[config.mk]
export PLATFORM = sky130hd
export DESIGN_NAME = mem_arbiter_flat
export DESIGN_NICKNAME = d
export VERILOG_FILES = /design/src/rtl/mem_arbiter_if.sv /design/src/rtl/mem_arbiter.sv /design/src/flat_wrapper.sv
export SDC_FILE = /design/constraint.sdc
export NUM_CORES = 1
export LEC_CHECK = 0
export CORE_AREA = 3 3 103 105
export CTS_CLUSTER_DIAMETER = 120
export DETAILED_ROUTE_END_ITERATION = 7
export DIE_AREA = 0 0 106 108
export DONT_BUFFER_PORTS = 1
export GPL_TIMING_DRIVEN = 0
export PLACE_DENSITY_LB_ADDON = 0.12
export SLEW_MARGIN = 5
export SYNTH_ARGS = -nofsm -noshare
export SYNTH_HDL_FRONTEND = slang
export SYNTH_SLANG_ARGS = --single-unit
[constraint.sdc]
create_clock -name clk -period 3.15 [get_ports clk]
set_clock_uncertainty 0.1 [all_clocks]
set_input_delay 0.315 -clock clk [delete_from_list [all_inputs] [get_ports clk]]
set_output_delay 0.315 -clock clk [all_outputs]
set_load 0.05 [all_outputs]
[src/rtl/mem_arbiter_if.sv]
// Bundle of the two requester ports and the shared memory port of mem_arbiter.
// Handshake: a requester raises i_rstrb (or d_rstrb/d_wmask) as a level and holds it
// with stable address/data until it sees its one-cycle done pulse, then drops it on that edge.
interface mem_arbiter_if #(
    parameter int ADDR_WIDTH = 32
);
    logic [ADDR_WIDTH-1:0] i_addr;
    logic                  i_rstrb;
    logic [31:0]           i_rdata;
    logic                  i_done;
    logic [ADDR_WIDTH-1:0] d_addr;
    logic                  d_rstrb;
    logic [31:0]           d_wdata;
    logic [3:0]            d_wmask;
    logic [31:0]           d_rdata;
    logic                  d_done;
    logic [ADDR_WIDTH-1:0] mem_addr;
    logic                  mem_rstrb;
    logic [31:0]           mem_wdata;
    logic [3:0]            mem_wmask;
    logic [31:0]           mem_rdata;

    modport slave (
        input  i_addr, i_rstrb, d_addr, d_rstrb, d_wdata, d_wmask, mem_rdata,
        output i_rdata, i_done, d_rdata, d_done, mem_addr, mem_rstrb, mem_wdata, mem_wmask
    );

    modport master (
        output i_addr, i_rstrb, d_addr, d_rstrb, d_wdata, d_wmask, mem_rdata,
        input  i_rdata, i_done, d_rdata, d_done, mem_addr, mem_rstrb, mem_wdata, mem_wmask
    );
endinterface

[src/rtl/mem_arbiter.sv]
// Round-robin arbiter sharing one synchronous memory port between the instruction-fetch
// and load/store requesters; sequences read latency and returns data with a done pulse.
module mem_arbiter #(
    parameter int ADDR_WIDTH   = 32,
    parameter int READ_LATENCY = 1
) (
    input  logic          clk,
    input  logic          reset,
    mem_arbiter_if.slave  bus,
    output logic [1:0]    o_state
);
    typedef enum logic [1:0] {IDLE = 2'd0, READ = 2'd1, WRITE = 2'd2} state_t;

    localparam logic [3:0] LAT_INIT = 4'(READ_LATENCY - 1);

    state_t                r_state;
    logic                  r_owner_d;
    logic                  r_last_d;
    logic [ADDR_WIDTH-1:0] r_addr;
    logic [3:0]            r_cnt;

    logic                  w_i_req;
    logic                  w_d_req;
    logic                  w_d_write;
    logic                  w_pick_d;
    logic                  w_grant;
    logic                  w_rd_done;
    logic [ADDR_WIDTH-1:0] w_win_addr;

    assign w_i_req    = bus.i_rstrb;
    assign w_d_write  = |bus.d_wmask;
    assign w_d_req    = w_d_write | bus.d_rstrb;
    // On a tie the port that was not granted last wins.
    assign w_pick_d   = w_d_req & (~w_i_req | ~r_last_d);
    assign w_grant    = (r_state == IDLE) & ~reset & (w_i_req | w_d_req);
    assign w_win_addr = w_pick_d ? bus.d_addr : bus.i_addr;
    assign w_rd_done  = (r_state == READ) & (r_cnt == 4'd0);
    assign o_state    = r_state;

    always_ff @(posedge clk) begin
        if (reset) begin
            r_state   <= IDLE;
            r_owner_d <= 1'b0;
            r_last_d  <= 1'b0;
            r_addr    <= '0;
            r_cnt     <= 4'd0;
        end else begin
            case (r_state)
                IDLE: begin
                    if (w_grant) begin
                        r_owner_d <= w_pick_d;
                        r_last_d  <= w_pick_d;
                        r_addr    <= w_win_addr;
                        r_cnt     <= LAT_INIT;
                        r_state   <= (w_pick_d & w_d_write) ? WRITE : READ;
                    end
                end
                READ: begin
                    if (r_cnt != 4'd0) r_cnt <= r_cnt - 4'd1;
                    else               r_state <= IDLE;
                end
                WRITE:   r_state <= IDLE;
                default: r_state <= IDLE;
            endcase
        end
    end

    always_comb begin
        bus.mem_addr  = w_grant ? w_win_addr : r_addr;
        bus.mem_rstrb = w_grant & ~(w_pick_d & w_d_write);
        bus.mem_wmask = (w_grant & w_pick_d) ? bus.d_wmask : 4'b0000;
        bus.mem_wdata = bus.d_wdata;
        bus.i_done    = w_rd_done & ~r_owner_d;
        bus.d_done    = (w_rd_done & r_owner_d) | (r_state == WRITE);
        bus.i_rdata   = (w_rd_done & ~r_owner_d) ? bus.mem_rdata : 32'd0;
        bus.d_rdata   = (w_rd_done &  r_owner_d) ? bus.mem_rdata : 32'd0;
    end
endmodule

[src/flat_wrapper.sv]
// flat-port wrapper written by rule: the top's interface ports become plain ports
module mem_arbiter_flat 
#(
    parameter int ADDR_WIDTH   = 32,
    parameter int READ_LATENCY = 1
)
  (clk, reset, o_state, bus_i_addr, bus_i_rstrb, bus_d_addr, bus_d_rstrb, bus_d_wdata, bus_d_wmask, bus_mem_rdata, bus_i_rdata, bus_i_done, bus_d_rdata, bus_d_done, bus_mem_addr, bus_mem_rstrb, bus_mem_wdata, bus_mem_wmask);
  mem_arbiter_if #(.ADDR_WIDTH(ADDR_WIDTH)) bus_i ();
  input  logic clk;
  input  logic reset;
  output logic [1:0] o_state;
  input wire logic [$bits(bus_i.i_addr)-1:0] bus_i_addr;
  input wire logic [$bits(bus_i.i_rstrb)-1:0] bus_i_rstrb;
  input wire logic [$bits(bus_i.d_addr)-1:0] bus_d_addr;
  input wire logic [$bits(bus_i.d_rstrb)-1:0] bus_d_rstrb;
  input wire logic [$bits(bus_i.d_wdata)-1:0] bus_d_wdata;
  input wire logic [$bits(bus_i.d_wmask)-1:0] bus_d_wmask;
  input wire logic [$bits(bus_i.mem_rdata)-1:0] bus_mem_rdata;
  output wire logic [$bits(bus_i.i_rdata)-1:0] bus_i_rdata;
  output wire logic [$bits(bus_i.i_done)-1:0] bus_i_done;
  output wire logic [$bits(bus_i.d_rdata)-1:0] bus_d_rdata;
  output wire logic [$bits(bus_i.d_done)-1:0] bus_d_done;
  output wire logic [$bits(bus_i.mem_addr)-1:0] bus_mem_addr;
  output wire logic [$bits(bus_i.mem_rstrb)-1:0] bus_mem_rstrb;
  output wire logic [$bits(bus_i.mem_wdata)-1:0] bus_mem_wdata;
  output wire logic [$bits(bus_i.mem_wmask)-1:0] bus_mem_wmask;
  assign bus_i.i_addr = bus_i_addr;
  assign bus_i.i_rstrb = bus_i_rstrb;
  assign bus_i.d_addr = bus_d_addr;
  assign bus_i.d_rstrb = bus_d_rstrb;
  assign bus_i.d_wdata = bus_d_wdata;
  assign bus_i.d_wmask = bus_d_wmask;
  assign bus_i.mem_rdata = bus_mem_rdata;
  assign bus_i_rdata = bus_i.i_rdata;
  assign bus_i_done = bus_i.i_done;
  assign bus_d_rdata = bus_i.d_rdata;
  assign bus_d_done = bus_i.d_done;
  assign bus_mem_addr = bus_i.mem_addr;
  assign bus_mem_rstrb = bus_i.mem_rstrb;
  assign bus_mem_wdata = bus_i.mem_wdata;
  assign bus_mem_wmask = bus_i.mem_wmask;
  mem_arbiter #(.ADDR_WIDTH(ADDR_WIDTH), .READ_LATENCY(READ_LATENCY)) u_core (.clk(clk), .reset(reset), .bus(bus_i), .o_state(o_state));
endmodule
After elaboration in Yosys (flattened, before gate mapping)
Cells that the tools add are included.
- bits in registers: 39
- input port bits: 136
- output and inout port bits: 137
- logic and storage cells: 47
- add/subtract/negate cells: 1
- eq/ne operators: 5
- multiplexer cells: 12
- bitwise operators: 17
- reductions and logical operators: 8
- operators by type and width (cell ; number):
    $mux W32 ; 4
    $mux W4 ; 3
    $and A1 B1 Y1 ; 9
    $pmux W4 S2 ; 1
    $mux W2 ; 3
    $logic_not A4 Y1 ; 1
    $ne A2 B2 Y1 const B ; 2
    $not A1 Y1 ; 4
    $or A1 B1 Y1 ; 4
    $pmux W2 S2 ; 1
    $reduce_and A2 Y1 ; 2
    $reduce_bool A4 Y1 ; 1
    $reduce_or A4 Y1 ; 1
    $sub A4 B1 Y4 const B ; 1
    $reduce_and A3 Y1 ; 1
    $eq A2 B1 Y1 const B ; 1
    $eq A2 B2 Y1 const B ; 1
    $logic_not A2 Y1 ; 1
    $ne A2 B1 Y1 const B ; 1
    $reduce_bool A2 Y1 ; 1

Logic depth before layout (Yosys ltp)
Gate-level depths: netlist (run 1).
- word-level depth: 7
- mapped depth: 7
- mapped depth without buffers: 6

Worst setup path after synthesis (run 1)
OpenSTA, ideal clock, no wires.
- path type: input-to-output
- start point: in bus_d_wmask[2]
- end point: out bus_mem_addr[10]
- arrival time: 2.318 ns
- data required time: 2.735 ns
- setup slack: 0.417 ns
- stages on the path: 6
- buffers on the path: 2
- cell sequence: or4_1 -> buf_2 -> o21ai_4 -> buf_2 -> nand2_1 -> a31oi_1
- cells in the longest elaborated chain, start to end: 5
- elaborated cells between the ends (all ways): 7
- classes of those cells: mux (2); bitwise (4); reduce/logical (1)
- RTL lines (item ; RTL line ; source):
    start, declared ; flat_wrapper.sv:17 ; input wire logic [$bits(bus_i.d_wmask)-1:0] bus_d_wmask;
    $reduce_or A4 Y1 (*) ; mem_arbiter.sv:31 ; assign w_d_write = |bus.d_wmask;
    $or A1 B1 Y1 (*) ; mem_arbiter.sv:32 ; assign w_d_req = w_d_write | bus.d_rstrb;
    $and A1 B1 Y1 / $or A1 B1 Y1 (equally long branches) ; mem_arbiter.sv:34, mem_arbiter.sv:35 ;
    $mux W32 / $and A1 B1 Y1 (equally long branches) ; mem_arbiter.sv:36, mem_arbiter.sv:35 ;
    $mux W32 (*) ; mem_arbiter.sv:69 ; bus.mem_addr = w_grant ? w_win_addr : r_addr;
    end, declared ; flat_wrapper.sv:23 ; output wire logic [$bits(bus_i.mem_addr)-1:0] bus_mem_addr;
Mark *: on every way between the ends. The rest lies on a longest branch, timed or not.

Final worst setup path (run 1)
- start point: reg u_core.r_state[1], in the netlist u_core.o_state[1]
- end point: out bus_mem_addr[29]
- cells in the longest elaborated chain, start to end: 4
- RTL lines (item ; RTL line ; source):
    start, declared ; mem_arbiter.sv:16 ; state_t r_state;
    start signal, assigned ; mem_arbiter.sv:55 ; r_state <= (w_pick_d & w_d_write) ? WRITE : READ;
    $logic_not A2 Y1 ; mem_arbiter.sv:35 ; assign w_grant = (r_state == IDLE) & ~reset & (w_i_req | w_d_req);
    $and A1 B1 Y1 (2 in series) ; mem_arbiter.sv:35 ;
    $mux W32 ; mem_arbiter.sv:69 ;
Every way passes these cells.

==> results of run 1 <==
## logic make-up (layout without fill, tap and decap cells)
family | Yosys count | in the layout | synth area share (%)
AOI/OAI and AO/OA | 81 | 81 | 27.1
adders and majority gates | 2 | 2 | 0.858
buffers and inverters | 65 | 73 | 14.2
DFF | 39 | 39 | 26.8
and+or+nand+nor | 185 | 185 | 31.1
## layer usage
layer / wire, um / GRT usage [%]
met5: 0 / 0
met4: 74 / 3.05
met3: 869 / 4.48
met2: 5650 / 30.7
met1: 3560 / 16.8
## Yosys cell counts, types with 4 or more instances
master    count  area share (%)
buf_4        33             8.5
nor2_1       35             4.5
nand2_1      65             8.4
dfxtp_1      39              27
and3_1        6             1.3
buf_2        12             2.1
inv_1         4            0.51
buf_6         4             1.5
o21ai_0       4            0.69
and2_1       65              14
a311oi_1      4             1.2
clkbuf_1     12             1.5
a311oi_2     28              14
a31oi_1      33             7.1
a21oi_1       4            0.69
nor3_1        4            0.69
## stage by stage
step,hold slack [ps],cell area (um2)
after floorplan,370,2920
after global placement,385,3080
after detailed placement,393,3080
after CTS,89.9,3310
after global routing,126,3490
final,124,3490
## power groups by stage
stage | clock, mW | sequential [mW] | combinational [mW]
after floorplan | 0 | 0.580 | 0.821
after global placement | 0 | 0.585 | 0.913
after detailed placement | 0 | 0.586 | 0.914
after CTS | 0.402 | 0.575 | 0.951
after global routing | 0.418 | 0.579 | 1.07
final | 0.387 | 0.575 | 1.01
## registers in the layout, summed over array words and instances, names as in the netlist
name and count:
u_core.r_cnt 4, u_core.r_owner_d 1, u_core.r_addr 32, u_core.o_state 2
## layout make-up
class | count | area, um2
Multi-Input combinational cell | 268 | 2030
Clock buffer | 8 | 100
Fill cell | 979 | 6240
Tap cell | 133 | 166
Inverter | 4 | 15.0
Buffer | 61 | 399
Sequential cell | 39 | 782
## path summary, 6_finish.rpt
path | end | depth (start not counted)
setup reg to reg | u_core.o_state[0] | 4
setup / recovery | bus_mem_addr[29] | 5
hold / removal | u_core.r_addr[24] | 2
hold reg to reg | u_core.r_cnt[3] | 2
## what timing repair did
item	in CTS	in global routing
endpoints found under the setup margin	29	29
gates resized for setup	21	25
hold buffers	0	0
==> results.md, run 1 <==
- Status: finished clean
- Die height: 108 um
- Synthesized instance count: 372
- Startpoint Class: flip-flop
- Yosys warns: 0
- Core Rows: 36
- FMAX: 0.322 GHz
- Vias in the first global route: 2521
- Total GRT Usage: 15.7%
- PD cells: 565 nW/um2
- Final RePlAce weighted congestion: 0.723
- Final cycle utilization of the critical path: 98.5%
- Bufs on Longest Clock Path: 2
- Crit path kind: flip-flop to primary output
- Wirelength per Cell: 19.8 um
- Total CTS buffers: 5
- Area grow syn2layout: 19.8%
- Synth Area per Inst: 7.84 um2
- Worst-path clk slew: 80 ps
- Setup tns final: 0 ps
- Total power: 1.97 mW
- Sequential Power Share: 29.1%
- Leakage: 1.27 nW
- Class of the tightest hold or removal check: primary input to flip-flop
- Most used DFF post-synth: dfxtp_1
- FF-to-FF setup slack: 660 ps
- Worst Min Path Start: bus_i_addr[24]
- Post-Route WL: 10200 um
- Critical R2R Launch: u_core.o_state[1]
- Final setup violating endpoints: 0
- CTS H-Tree Depth: 2
- Worst Path Required: 2730 ps
- Switch Pwr: 1.00 mW
- Diode count: 0
- Crit-path leading delay family: compound AO/OA/AOI/OAI gates
- DPL Wire Length: 8150 um
- Ys async rst share: 0%
- Final Hold Vio Count: 0
- Post-CTS setup buffer count: 0
- Drt drc: 0
- PortBufs: 0
- Pre-CTS WS: 90.9 ps
- Slowest stage cell, crit path: a31oi_1
- Detail Route Antenna Nets: 0
- Switching Share: 50.8%
- Core Area: 9730 um2
- Congestion Overflow GR: 0
- Top Ports: 273
- Final core occ: 35.9%
- Worst setup path start: u_core.o_state[1]
- Max_slew headroom: 21.7%
- Die span in x: 106 um
- Maximum fanout along the worst path: 10
- Routed vias: 2739
- Pint: 0.971 mW
- Max-capacitance violation count: 0
- Crit-path cells: nor3_1 > o21a_4 > buf_6 > buf_2 > a31oi_1
- Synth Net Count: 510
- Die Area: 11400 um2
- Post-synth design cell area: 2920 um2
- Drt pass-1 iters: 4
- Worst skew pair latency: 290 ps
- Proportion of layout cells with a drive suffix above 1: 32.1%
- VDD IR max: 245 uV
- Netlist cell types: 34
- Commonest cells after routing, fill and taps aside: nand2_1, and2_1, dfxtp_1, nor2_1, buf_4
- Iter 0 DRT Violations: 104
- CTS tree: yes
- Clock power frac: 19.6%
- Final Max Tran Viols: 0
- Nets: 517
- Clock Sinks: 39
- Number of enable flip-flop cells after synthesis: 0
- RSZ-0062 raised after global routing: true
- Combinational power share: 51.2%
- Post-Layout Cell Count: 513
- Worst Path Buf+Inv: 2
- Largest net degree at the start of global routing: 12
- Placed insts: 505
- Via density: 5.34
- First-pass GRT wire length: 14000 um
- Worst slew pin tran: 1170 ps
- Initial antenna violation count: 0
- Starting density of the core: 30.0%
- Root buf cell: clkbuf_8
- Critical path capture point type: primary output
- PnR worst setup slack: 46.3 ps
- Sequential area share after synthesis: 26.8%
- FF+latch count, synth: 39
- Max incr delay on CP: 870 ps
- Period minus WS final: 3100 ps
- Crit path DAT: 2690 ps
Note: power is estimated with default switching activity, not from simulation.
==> run 2: changes to the inputs <==
--- a/config.mk
+++ b/config.mk
@@ -5,10 +5,10 @@
 export SDC_FILE = /design/constraint.sdc
 export NUM_CORES = 1
 export LEC_CHECK = 0
-export CORE_AREA = 3 3 103 105
+export CORE_AREA = 2 2 105 107
 export CTS_CLUSTER_DIAMETER = 120
 export DETAILED_ROUTE_END_ITERATION = 7
-export DIE_AREA = 0 0 106 108
+export DIE_AREA = 0 0 107 109
 export DONT_BUFFER_PORTS = 1
 export GPL_TIMING_DRIVEN = 0
 export PLACE_DENSITY_LB_ADDON = 0.12
==> results.md, run 2 (synthesis results as in run 1) <==
- Drt drc: 0 (unchanged)
- Total CTS buffers: 5 (unchanged)
- Number of flip-flops in the largest register: 32 (unchanged)
- CTS H-Tree Depth: 2 (unchanged)
- FMAX: 0.336 GHz (+4.2%)
- Post-Route WL: 10000 um (-1.4%)
- Register area: 782 um2 (unchanged)
- Class of the tightest hold or removal check: primary input to flip-flop
- Core Rows: 38 (+5.6%)
- First-pass GRT wire length: 14100 um (+0.64%)
- Die Area: 11700 um2 (+1.9%)
- Vias in the first global route: 2476 (-1.8%)
- Max_slew headroom: 20.7% (-1.0 points)
- Total power: 2.02 mW (+2.2%)
- Wirelength per Cell: 19.2 um (-3.0%)
- Post-CTS setup buffer count: 0 (unchanged)
- Sequential Power Share: 28.5% (-0.6 points)
- Worst slew pin tran: 1190 ps (+21.0 ps)
- Switching Share: 49.8% (-0.97 points)
- Startpoint Class: flip-flop
- Crit path kind: flip-flop to primary output
- Maximum fanout along the worst path: 10 (unchanged)
- PortBufs: 0 (unchanged)
- Detail Route Antenna Nets: 0 (unchanged)
- Die span in x: 107 um (+0.94%)
- Leakage: 1.29 nW (+1.1%)
- Most flop-heavy register: u_core.r_addr
- Combinational power share: 51.1% (about the same)
- RSZ-0062 raised after global routing: false
- Final hold slack: 128 ps (+3.73 ps)
- Starting density of the core: 27.5% (-2.5 points)
- Drt pass-1 iters: 5 (+1)
- Commonest non-fill, non-tap cell in the layout: nand2_1
- Routed vias: 2734 (-0.18%)
- Total GRT Usage: 15.8% (+0.087 points)
- Via density: 5.25 (-1.7%)
- Status: finished clean
- Bufs on Longest Clock Path: 2 (unchanged)
- Final cycle utilization of the critical path: 94.6% (-4.0 points)
- Top Ports: 273 (unchanged)
- Commonest cells after routing, fill and taps aside: nand2_1, and2_1, dfxtp_1, nor2_1, buf_4
- Congestion Overflow GR: 0 (unchanged)
- Worst skew pair latency: 290 ps (about the same)
- CTS tree: yes
- Max-capacitance violation count: 0 (unchanged)
- Nets: 517 (unchanged)
- Switch Pwr: 1.00 mW (+0.28%)
- DPL Wire Length: 7980 um (-2.1%)
- Final core occ: 33.7% (-2.2 points)
- Critical path capture point type: primary output
- Final setup violating endpoints: 0 (unchanged)
- Largest net degree at the start of global routing: 12 (unchanged)
- Setup tns final: 0 ps (unchanged)
- Final RePlAce weighted congestion: 0.730 (+0.95%)
- Die height: 109 um (+0.93%)
- Worst Path Required: 2730 ps (about the same)
- Iter 0 DRT Violations: 73 (-30%)
- Fillers: 1131 (+16%)
- Crit path DAT: 2560 ps (-130 ps)
- Clock power frac: 20.4% (+0.8 points)
- Final Max Tran Viols: 0 (unchanged)
- PD cells: 564 nW/um2 (about the same)
- Core Area: 10600 um2 (+9.0%)
- Proportion of layout cells with a drive suffix above 1: 35.4% (+3.3 points)
- Root buf cell: clkbuf_8
- Multi-input combinational cell area: 2090 um2 (+3.2%)
- Worst-path clk slew: 80 ps (about the same)
- Period minus WS final: 2980 ps (-125 ps)
- Clock Sinks: 39 (unchanged)
- Area grow syn2layout: 22.6%
- Initial antenna violation count: 1 (+1)
- Final Hold Vio Count: 0 (unchanged)
- VDD IR max: 176 uV (-28%)
- Pint: 1.01 mW (+4.2%)
[run 2: cell type report]
class	count	share of cell area, %
antenna	2	0.140
clock buffer	6	2.03
inverter	4	0.420
tap	140	4.90
multi-input combinational	268	58.6
sequential	39	21.9
clock inverter	1	0.840
buffer	61	11.2
[run 2: worst paths after layout]
check	from	to	slack, ps	cells after the start
worst max-delay path	u_core.r_cnt[0]	bus_d_rdata[22]	170	6
worst min register to register	u_core.r_cnt[3]	u_core.r_cnt[3]	410	2
worst min-delay path	bus_i_addr[31]	u_core.r_addr[31]	130	2
worst max register to register	u_core.o_state[1]	u_core.o_state[0]	650	4
[run 2: critical path, cell delays in order, from the launching register on]
cell and delay, ps:
dfxtp_1 330, inv_1 90, ha_1 170, nor3b_1 430, and3_1 350, clkbuf_1 390, and2_1 510
[run 2: layer usage]
layer	up-vias	track usage, %	wire (um)
li1	1286	-	-
met2	140	31.1	5480
met3	9	3.89	754
met1	1299	17.1	3630
met5	-	0	0
met4	0	3.06	146
[run 2: repair_timing]
action	4_1_cts	5_1_grt
gates resized for setup	21	43
endpoints found under the setup margin	29	56
hold buffers	0	0
endpoints found under the hold margin	0	0
pin swaps	0	0
[run 2: per-stage QoR]
| stage | instance area (um2) | instances | setup slack, ps |
|---|---|---|---|
| after floorplan | 2920 | 372 | 417 |
| after global placement | 3090 | 512 | 38.5 |
| after detailed placement | 3090 | 512 | 30.5 |
| after CTS | 3320 | 519 | 9.58 |
| after global routing | 3570 | 521 | 0.117 |
| final | 3570 | 521 | 171 |
[run 2: power groups by stage]
stage	Sequential [mW]	Clock (mW)	Combinational [mW]
after floorplan	0.580	0	0.821
after global placement	0.586	0	0.912
after detailed placement	0.586	0	0.914
after CTS	0.575	0.428	0.951
after global routing	0.580	0.445	1.09
final	0.575	0.411	1.03
